**config.mk**
```make
export PLATFORM = sky130hd
export DESIGN_NAME = as_master_bpi_flat
export DESIGN_NICKNAME = d
export VERILOG_FILES = /design/src/rtl/as_master_bpi_if.sv /design/src/rtl/as_master_bpi.sv /design/src/flat_wrapper.sv
export SDC_FILE = /design/constraint.sdc
export NUM_CORES = 1
export LEC_CHECK = 0
export BUFFER_PORTS_ARGS = -buffer_cell sky130_fd_sc_hd__buf_2
export CAP_MARGIN = 20
export CORE_AREA = 2 2 160 162
export DETAILED_ROUTE_END_ITERATION = 16
export DIE_AREA = 0 0 162 164
export GPL_TIMING_DRIVEN = 0
export PLACE_DENSITY_LB_ADDON = 0.05
export SKIP_CTS_REPAIR_TIMING = 1
export SLEW_MARGIN = 20
export SYNTH_ARGS = -nofsm -noshare
export SYNTH_HDL_FRONTEND = slang
export SYNTH_SLANG_ARGS = --single-unit
export TNS_END_PERCENT = 50
```
**constraint.sdc**
```tcl
create_clock -name clk_i -period 2.7 [get_ports clk_i]
set_input_delay 0.675 -clock clk_i [delete_from_list [all_inputs] [get_ports clk_i]]
set_output_delay 0.675 -clock clk_i [all_outputs]
set_load 0.02 [all_outputs]
```
**src/rtl/as_master_bpi_if.sv**
```systemverilog
// Wishbone classic bus bundle between the core-side master BPI and the slave BPIs.
interface as_master_bpi_if #(
  parameter int unsigned addr_width = 64,
  parameter int unsigned data_width = 64,
  parameter int unsigned sel_width  = 8
);
  logic [addr_width-1:0] wb_addr_o;
  logic [data_width-1:0] wb_dat_o;
  logic [data_width-1:0] wb_dat_i;
  logic                  wb_we_o;
  logic [sel_width-1:0]  wb_sel_o;
  logic                  wb_stb_o;
  logic                  wb_cyc_o;
  logic                  wb_ack_i;
  logic                  wb_err_i;

  modport master (
    output wb_addr_o, wb_dat_o, wb_we_o, wb_sel_o, wb_stb_o, wb_cyc_o,
    input  wb_dat_i, wb_ack_i, wb_err_i
  );

  modport slave (
    input  wb_addr_o, wb_dat_o, wb_we_o, wb_sel_o, wb_stb_o, wb_cyc_o,
    output wb_dat_i, wb_ack_i, wb_err_i
  );
endinterface

```
**src/rtl/as_master_bpi.sv**
```systemverilog
// Wishbone master BPI: turns one core load/store into a single classic Wishbone
// cycle with byte-lane steering, then returns extended load data and a done pulse.
module as_master_bpi #(
  parameter int unsigned addr_width     = 64,
  parameter int unsigned data_width     = 64,
  parameter int unsigned sel_width      = 8,
  parameter int unsigned timeout_cycles = 16
) (
  input  logic                  clk_i,
  input  logic                  rst_i,
  input  logic                  req_i,
  input  logic                  we_i,
  input  logic [addr_width-1:0] addr_i,
  input  logic [1:0]            size_i,
  input  logic                  unsigned_i,
  input  logic [data_width-1:0] wdata_i,
  output logic [data_width-1:0] rdata_o,
  output logic                  busy_o,
  output logic                  done_o,
  output logic                  err_o,
  as_master_bpi_if.master       wb
);

  localparam int unsigned CNT_W = (timeout_cycles > 2) ? $clog2(timeout_cycles) : 1;

  typedef enum logic [1:0] {IDLE, BUS, RESP} state_e;

  state_e                state_q, state_d;
  logic [CNT_W-1:0]      cnt_q, cnt_d;
  logic [addr_width-1:0] wb_addr_q, wb_addr_d;
  logic [data_width-1:0] wb_dat_q, wb_dat_d;
  logic [sel_width-1:0]  wb_sel_q, wb_sel_d;
  logic                  wb_we_q, wb_we_d;
  logic                  wb_cyc_q, wb_cyc_d;
  logic                  wb_stb_q, wb_stb_d;
  logic [1:0]            size_q, size_d;
  logic                  uns_q, uns_d;
  logic [2:0]            off_q, off_d;
  logic [data_width-1:0] rdata_q, rdata_d;
  logic                  err_q, err_d;
  logic                  done_q, done_d;
  logic                  busy_q, busy_d;

  logic [2:0]            align_mask_c;
  logic                  misaligned_c;
  logic [sel_width-1:0]  lanes_c;
  logic [data_width-1:0] shifted_c;
  logic [data_width-1:0] load_c;
  logic                  ext_c;

  always_ff @(posedge clk_i) begin
    if (rst_i) begin
      state_q   <= IDLE;
      cnt_q     <= '0;
      wb_addr_q <= '0;
      wb_dat_q  <= '0;
      wb_sel_q  <= '0;
      wb_we_q   <= 1'b0;
      wb_cyc_q  <= 1'b0;
      wb_stb_q  <= 1'b0;
      size_q    <= 2'b00;
      uns_q     <= 1'b0;
      off_q     <= 3'b000;
      rdata_q   <= '0;
      err_q     <= 1'b0;
      done_q    <= 1'b0;
      busy_q    <= 1'b0;
    end else begin
      state_q   <= state_d;
      cnt_q     <= cnt_d;
      wb_addr_q <= wb_addr_d;
      wb_dat_q  <= wb_dat_d;
      wb_sel_q  <= wb_sel_d;
      wb_we_q   <= wb_we_d;
      wb_cyc_q  <= wb_cyc_d;
      wb_stb_q  <= wb_stb_d;
      size_q    <= size_d;
      uns_q     <= uns_d;
      off_q     <= off_d;
      rdata_q   <= rdata_d;
      err_q     <= err_d;
      done_q    <= done_d;
      busy_q    <= busy_d;
    end
  end

  // Request sizing, load extraction and next-state logic.
  always_comb begin
    state_d   = state_q;
    cnt_d     = cnt_q;
    wb_addr_d = wb_addr_q;
    wb_dat_d  = wb_dat_q;
    wb_sel_d  = wb_sel_q;
    wb_we_d   = wb_we_q;
    wb_cyc_d  = wb_cyc_q;
    wb_stb_d  = wb_stb_q;
    size_d    = size_q;
    uns_d     = uns_q;
    off_d     = off_q;
    rdata_d   = rdata_q;
    err_d     = err_q;
    done_d    = 1'b0;
    busy_d    = busy_q;

    align_mask_c = 3'((4'd1 << size_i) - 4'd1);
    misaligned_c = |(addr_i[2:0] & align_mask_c);

    case (size_i)
      2'b00:   lanes_c = sel_width'(8'h01);
      2'b01:   lanes_c = sel_width'(8'h03);
      2'b10:   lanes_c = sel_width'(8'h0F);
      default: lanes_c = sel_width'(8'hFF);
    endcase

    // Extension bit is zero for unsigned loads so one expression covers both.
    shifted_c = wb.wb_dat_i >> {off_q, 3'b000};
    case (size_q)
      2'b00: begin
        ext_c  = shifted_c[7] & ~uns_q;
        load_c = {{(data_width-8){ext_c}}, shifted_c[7:0]};
      end
      2'b01: begin
        ext_c  = shifted_c[15] & ~uns_q;
        load_c = {{(data_width-16){ext_c}}, shifted_c[15:0]};
      end
      2'b10: begin
        ext_c  = shifted_c[31] & ~uns_q;
        load_c = {{(data_width-32){ext_c}}, shifted_c[31:0]};
      end
      default: begin
        ext_c  = 1'b0;
        load_c = shifted_c;
      end
    endcase

    case (state_q)
      IDLE: begin
        if (req_i) begin
          busy_d = 1'b1;
          if (misaligned_c) begin
            state_d = RESP;
            done_d  = 1'b1;
            err_d   = 1'b1;
            rdata_d = '0;
          end else begin
            state_d   = BUS;
            wb_addr_d = {addr_i[addr_width-1:3], 3'b000};
            wb_sel_d  = lanes_c << addr_i[2:0];
            wb_dat_d  = wdata_i << {addr_i[2:0], 3'b000};
            wb_we_d   = we_i;
            wb_cyc_d  = 1'b1;
            wb_stb_d  = 1'b1;
            cnt_d     = '0;
            size_d    = size_i;
            uns_d     = unsigned_i;
            off_d     = addr_i[2:0];
          end
        end
      end
      BUS: begin
        if (wb.wb_err_i || (!wb.wb_ack_i && cnt_q == CNT_W'(timeout_cycles - 1))) begin
          state_d  = RESP;
          wb_cyc_d = 1'b0;
          wb_stb_d = 1'b0;
          wb_we_d  = 1'b0;
          done_d   = 1'b1;
          err_d    = 1'b1;
          rdata_d  = '0;
        end else if (wb.wb_ack_i) begin
          state_d  = RESP;
          wb_cyc_d = 1'b0;
          wb_stb_d = 1'b0;
          wb_we_d  = 1'b0;
          done_d   = 1'b1;
          err_d    = 1'b0;
          rdata_d  = wb_we_q ? '0 : load_c;
        end else begin
          cnt_d = cnt_q + CNT_W'(1);
        end
      end
      RESP: begin
        state_d = IDLE;
        busy_d  = 1'b0;
      end
      default: begin
        state_d = IDLE;
        busy_d  = 1'b0;
      end
    endcase
  end

  assign rdata_o      = rdata_q;
  assign busy_o       = busy_q;
  assign done_o       = done_q;
  assign err_o        = err_q;
  assign wb.wb_addr_o = wb_addr_q;
  assign wb.wb_dat_o  = wb_dat_q;
  assign wb.wb_sel_o  = wb_sel_q;
  assign wb.wb_we_o   = wb_we_q;
  assign wb.wb_cyc_o  = wb_cyc_q;
  assign wb.wb_stb_o  = wb_stb_q;

endmodule

```
**src/flat_wrapper.sv**
```systemverilog
// flat-port wrapper written by rule: the top's interface ports become plain ports
module as_master_bpi_flat 
#(
  parameter int unsigned addr_width     = 64,
  parameter int unsigned data_width     = 64,
  parameter int unsigned sel_width      = 8,
  parameter int unsigned timeout_cycles = 16
)
  (clk_i, rst_i, req_i, we_i, addr_i, size_i, unsigned_i, wdata_i, rdata_o, busy_o, done_o, err_o, wb_wb_addr_o, wb_wb_dat_o, wb_wb_we_o, wb_wb_sel_o, wb_wb_stb_o, wb_wb_cyc_o, wb_wb_dat_i, wb_wb_ack_i, wb_wb_err_i);
  as_master_bpi_if #(.addr_width(addr_width), .data_width(data_width), .sel_width(sel_width)) wb_i ();
  input  logic clk_i;
  input  logic rst_i;
  input  logic req_i;
  input  logic we_i;
  input  logic [addr_width-1:0] addr_i;
  input  logic [1:0] size_i;
  input  logic unsigned_i;
  input  logic [data_width-1:0] wdata_i;
  output logic [data_width-1:0] rdata_o;
  output logic busy_o;
  output logic done_o;
  output logic err_o;
  output wire logic [$bits(wb_i.wb_addr_o)-1:0] wb_wb_addr_o;
  output wire logic [$bits(wb_i.wb_dat_o)-1:0] wb_wb_dat_o;
  output wire logic [$bits(wb_i.wb_we_o)-1:0] wb_wb_we_o;
  output wire logic [$bits(wb_i.wb_sel_o)-1:0] wb_wb_sel_o;
  output wire logic [$bits(wb_i.wb_stb_o)-1:0] wb_wb_stb_o;
  output wire logic [$bits(wb_i.wb_cyc_o)-1:0] wb_wb_cyc_o;
  input wire logic [$bits(wb_i.wb_dat_i)-1:0] wb_wb_dat_i;
  input wire logic [$bits(wb_i.wb_ack_i)-1:0] wb_wb_ack_i;
  input wire logic [$bits(wb_i.wb_err_i)-1:0] wb_wb_err_i;
  assign wb_wb_addr_o = wb_i.wb_addr_o;
  assign wb_wb_dat_o = wb_i.wb_dat_o;
  assign wb_wb_we_o = wb_i.wb_we_o;
  assign wb_wb_sel_o = wb_i.wb_sel_o;
  assign wb_wb_stb_o = wb_i.wb_stb_o;
  assign wb_wb_cyc_o = wb_i.wb_cyc_o;
  assign wb_i.wb_dat_i = wb_wb_dat_i;
  assign wb_i.wb_ack_i = wb_wb_ack_i;
  assign wb_i.wb_err_i = wb_wb_err_i;
  as_master_bpi #(.addr_width(addr_width), .data_width(data_width), .sel_width(sel_width), .timeout_cycles(timeout_cycles)) u_core (.clk_i(clk_i), .rst_i(rst_i), .req_i(req_i), .we_i(we_i), .addr_i(addr_i), .size_i(size_i), .unsigned_i(unsigned_i), .wdata_i(wdata_i), .rdata_o(rdata_o), .busy_o(busy_o), .done_o(done_o), .err_o(err_o), .wb(wb_i));
endmodule
```
**After elaboration in Yosys (flattened, before gate mapping)**

Index checks and enable logic that the tools add are counted.

- Reduce and logical (&&, ||, !) cells: 14
- Muxes and demuxes: 37
- Equal/unequal tests: 12
- $add $sub $neg: 2
- Bitwise operators: 7
- Shifts and indexed selects: 4

Operator list:

| kind | count |
|---|---|
| 2-to-1 mux 64 bit | 5 |
| one-hot mux 64 bit (3 select lines) | 1 |
| one-hot mux 64 bit (2 select lines) | 1 |
| left shift 64 x 6 -> 64 bit | 1 |
| >> shifter 64 x 6 -> 64 bit | 1 |
| one-hot mux 8 bit (3 select lines) | 1 |
| 2-to-1 mux 4 bit | 4 |
| 2-to-1 mux 1 bit | 14 |
| one-hot mux 1 bit (2 select lines) | 5 |
| 2-to-1 mux 2 bit | 4 |
| != test 2 bit, second input constant | 4 |
| one-hot mux 4 bit (2 select lines) | 1 |
| AND reduction 4 bit | 2 |
| left shift 8 x 3 -> 8 bit | 1 |
| equality test 2 x 1 -> 1 bit, second input constant | 3 |
| zero test 2 bit | 3 |
| AND reduction 5 bit | 1 |
| adder 4 x 1 -> 4 bit, second input constant | 1 |
| equality test 2 bit, second input constant | 2 |
| equality test 4 bit, second input constant | 1 |
| one-hot mux 2 bit (2 select lines) | 1 |
| AND reduction 2 bit | 2 |
| AND 1 bit | 3 |
| AND 3 bit | 1 |
| 11 further kinds | 13 |

- Register bits after elaboration: 214
- Input bits: 201

**Depth between registers and ports, before layout**

- Word-level depth: 7
- Mapped depth: 9
- Depth with buffers taken out: 6

**Worst setup path before layout**

OpenSTA, ideal clock, no wires.

- Path kind: input-to-reg
- Start point: in wb_wb_dat_i[47]
- End point: reg u_core.rdata_q[39] (netlist: u_core.rdata_o[39])
- Stages on the path: 6
- Data required time: 2.583 ns
- Data arrival time: 2.276 ns
- Slack: 0.306 ns
- Setup time: 0.117 ns
- Path through: mux2_4 -> mux4_2 -> and3_4 -> or3_1 -> buf_2 -> a32o_1

- Cells in the longest elaborated chain, start to end: 7
- Elaborated cells on any way between the ends: 9

Ends and longest elaborated chain:

| element | RTL line | RTL |
|---|---|---|
| from (decl) | flat_wrapper.sv:29 | `input wire logic [$bits(wb_i.wb_dat_i)-1:0] wb_wb_dat_i;` |
| >> shifter 64 x 6 -> 64 bit * | as_master_bpi.sv:116 | `shifted_c = wb.wb_dat_i >> {off_q, 3'b000};` |
| AND 1 bit (on tied branches) | as_master_bpi.sv:127, as_master_bpi.sv:119, as_master_bpi.sv:123 |  |
| one-hot mux 64 bit (3 select lines) * | as_master_bpi.sv:117 | `case (size_q)` |
| 2-to-1 mux 64 bit * | as_master_bpi.sv:176 | `rdata_d = wb_we_q ? '0 : load_c;` |
| 2-to-1 mux 64 bit * | as_master_bpi.sv:169 | `end else if (wb.wb_ack_i) begin` |
| 2-to-1 mux 64 bit * | as_master_bpi.sv:161 | `if (wb.wb_err_i \|\| (!wb.wb_ack_i && cnt_q == CNT_W'(timeout_cycles - 1))) begin` |
| one-hot mux 64 bit (2 select lines) * | as_master_bpi.sv:136 | `case (state_q)` |
| to (signal assigned) | as_master_bpi.sv:80 | `rdata_q <= rdata_d;` |
| to (decl) | as_master_bpi.sv:39 | `logic [data_width-1:0] rdata_q, rdata_d;` |

Mark *: on every way between the ends. The rest lies on a longest branch, timed or not. The select of a mux whose other input is x is not followed.
A chain may end at the register's enable or synchronous reset.

**Worst setup path in the final report**

- Start point: in addr_i[1]
- End point: reg u_core.wb_dat_q[61] (netlist: u_core.wb.wb_dat_o[61])

- Cells in the longest elaborated chain, start to end: 4
- Elaborated cells on any way between the ends: 5

Ends and longest elaborated chain:

| element | RTL line | RTL |
|---|---|---|
| from (decl) | flat_wrapper.sv:15 | `input logic [addr_width-1:0] addr_i;` |
| branches (longest 4 deep; another with left shift 64 x 6 -> 64 bit) | -- |  |
| to (signal assigned) | as_master_bpi.sv:72 | `wb_dat_q <= wb_dat_d;` |
| to (decl) | as_master_bpi.sv:31 | `logic [data_width-1:0] wb_dat_q, wb_dat_d;` |

Parallel ways; which one is timed is not known.

==> reports/results.ini <==
[synthesis]
synth_edf_count = 0
syn_avg_cell_area_um2 = 8.11
yosys.area_share.adder_pct = 0.115
muxShareOfSynthArea_pct = 14.3
synthFlopType = dfxtp_1
yosys.area.top_type = dfxtp_1
synth_warnings = 0
ys_seq_area_share_pct = 39.3
synth_async_sr_flop_share_pct = 0
synth.most_common_cell = nand2_1
ys_types = 54
yosys.area_share.simple_pct = 18.6
ys_seq_elements = 214
syn_inst = 1345
netlist_top_cells_count = nand2_1, dfxtp_1, a21oi_1
synth_top_area_share_pct = 39.3
yosys-top-cells-area = dfxtp_1, nand2_1, a21oi_1
netlist_area_um2 = 10900
synth-compound-area-share_pct = 22.6
yosys.area_share.xor_xnor_pct = 0
synth_top_family_by_area = compound AO/OA/AOI/OAI gates

[final_layout]
syn_to_final_growth_pct = 30.6
fin_area_um2 = 14300
nets = 1974
layout-drive-gt1-share_pct = 31.4
antenna_cells = 0

[power]
power.density_nw_per_um2 = 615
peakVddDrop_mv = 0.408
power_frac_comb_pct = 19.4
p_int_w = 0.00620
seq_power_share_pct = 38.4
p_leak_nw = 6.22
netSwitchingPower_w = 0.00257
power_frac_clock_pct = 42.2
swShare_pct = 29.3

[place]
pre_cts_ws_ps = -552
gp_congestion = 0.964
hpwl_um = 34600
place_area_um2 = 13300
io_buffer_count = 398

[sta]
post-route-period-util_pct = 96.2
fin_crit_ps = 2600
rsz0062_at_grt = yes
finalHoldViolations = 0
setup_viol = 0
max_freq_mhz = 385
worst_slack_ps = 104
finClkSkew_ps = 16.8
fin_tns_setup_ps = 0
relSlewSlack_pct = 46.6
worstMarginPinSlew_ps = 798
finalMaxSlewViolations = 0

[worst_hold_path]
min_path_type = in2reg
whs_path_depth = 3

[setup_path]
reg2reg_depth = 9
cp_data_arrival_time_ps = 3030
end_kind = flip-flop
crit_required_ps = 3140
cp-start-kind = input pin
crit_fanout = 10
critPathKind = in2reg
reg2reg_slack_ps = 130

[floorplanning]
core_area_um2 = 24800
io_pins = 407
rows = 58
initial_core_util_pct = 44.0
die_area_um2 = 26600
fp.dieH_um = 164
die_w_um = 162

[route]
via_per_inst = 5.58
antenna_left = 0
post-route-drc-count = 0
via_count = 11800
wirelength_um = 44000
drt_iter0_markers = 1077
first_pass_iters = 6
avgRoutedWirePerCell_um = 20.8

[clock_network]
cts.path.max_buffers = 3
cts_root_buf = clkbuf_16
cts_buffers = 25
cts.sinks = 214
cts_tree = done
clkLatencyLatePin_ps = 540
htreeDepth = 1
path_clk_slew_ps = 60

[grt]
grt-ovfl-total = 0
grt_max_degree = 14
grt_pass1_wl_um = 64600
antenna_found_initial = 0
grt_pass1_vias = 11000
track_usage_pct = 31.5

[outcome]
status = completed

[flow_run]
drv_cap = 0

[layout make-up]
type / instances / area (µm²)
fillers: 2483 / 10600
flip-flops and latches: 214 / 4280
clock inverters: 11 / 203
multi-input cells: 998 / 6100
repair buffers: 398 / 1990
well taps: 330 / 413
inverters: 6 / 22.5
plain buffers: 129 / 547
clock buffers: 32 / 692
[logic make-up (layout without fill, tap and decap cells)]
family / Yosys count / count (layout)
AND/OR/NAND/NOR: 473 / 473
AO/OA/AOI/OAI: 388 / 388
flip-flops: 214 / 214
buffers and inverters: 135 / 576
multiplexers: 133 / 133
adder cells (fa/ha/maj): 1 / 1
other: 1 / 3
[cells in the final DEF (no fill, tap or decap), types with 31 or more instances in the layout]
cell type,instances
o21ai_0,31
mux2i_1,75
a211oi_1,33
dfxtp_1,214
mux2_2,42
clkbuf_1,78
buf_2,420
a21oi_1,160
nand2_1,259
nor2_1,105
[routing by layer]
layer  vias to the layer above  wire, µm  share of wire [%]  GRT usage [%]
met5                         -         0                  0              0
li1                       5617         -                  -              -
met3                        99      3770                8.5           5.78
met1                      5454     17700                 40           40.1
met2                       644     20700                 47           52.8
met4                         0      1830                4.2           13.2
[metrics by stage]
step	power [W]	instances	hold slack, ps	util [%]
detailed placement	0.00510	2075	438	53.7
finish	0.00877	2118	367	57.4
global route	0.00906	2118	364	57.4
global placement	0.00510	2075	431	53.7
floorplan	0.00443	1347	448	-
CTS	0.00877	2118	360	57.3
[registers in the layout, summed over array words and instances, names as in the netlist, 2 cells and up]
| register | cells |
|---|---|
| u_core.rdata_o | 64 |
| u_core.wb.wb_dat_o | 64 |
| u_core.wb.wb_addr_o | 61 |
| u_core.wb.wb_sel_o | 8 |
| u_core.cnt_q | 4 |
| u_core.off_q | 3 |
| u_core.size_q | 2 |
| u_core.state_q | 2 |
[critical path: stages]
cell and delay (ps):
clkbuf_1 210, buf_2 330, buf_2 360, buf_1 600, a211oi_1 100, a21oi_1 280, mux2i_1 200, a211oi_1 280
[power by group through the flow]
stage | combinational (W) | clock, W | sequential (W)
global placement | 0.00167 | 0 | 0.00343
global route | 0.00182 | 0.00386 | 0.00338
floorplan | 0.000852 | 0 | 0.00358
detailed placement | 0.00167 | 0 | 0.00344
CTS | 0.00168 | 0.00372 | 0.00337
finish | 0.00170 | 0.00370 | 0.00337
[final timing paths]
| check | start | endpoint |
|---|---|---|
| setup / recovery | addr_i[1] | u_core.wb.wb_dat_o[61] |
| hold / removal | addr_i[33] | u_core.wb.wb_addr_o[33] |
| setup reg to reg | u_core.off_q[1] | u_core.rdata_o[12] |
| hold reg to reg | u_core.rdata_o[60] | u_core.rdata_o[60] |
(Power assumes the default switching activity.)
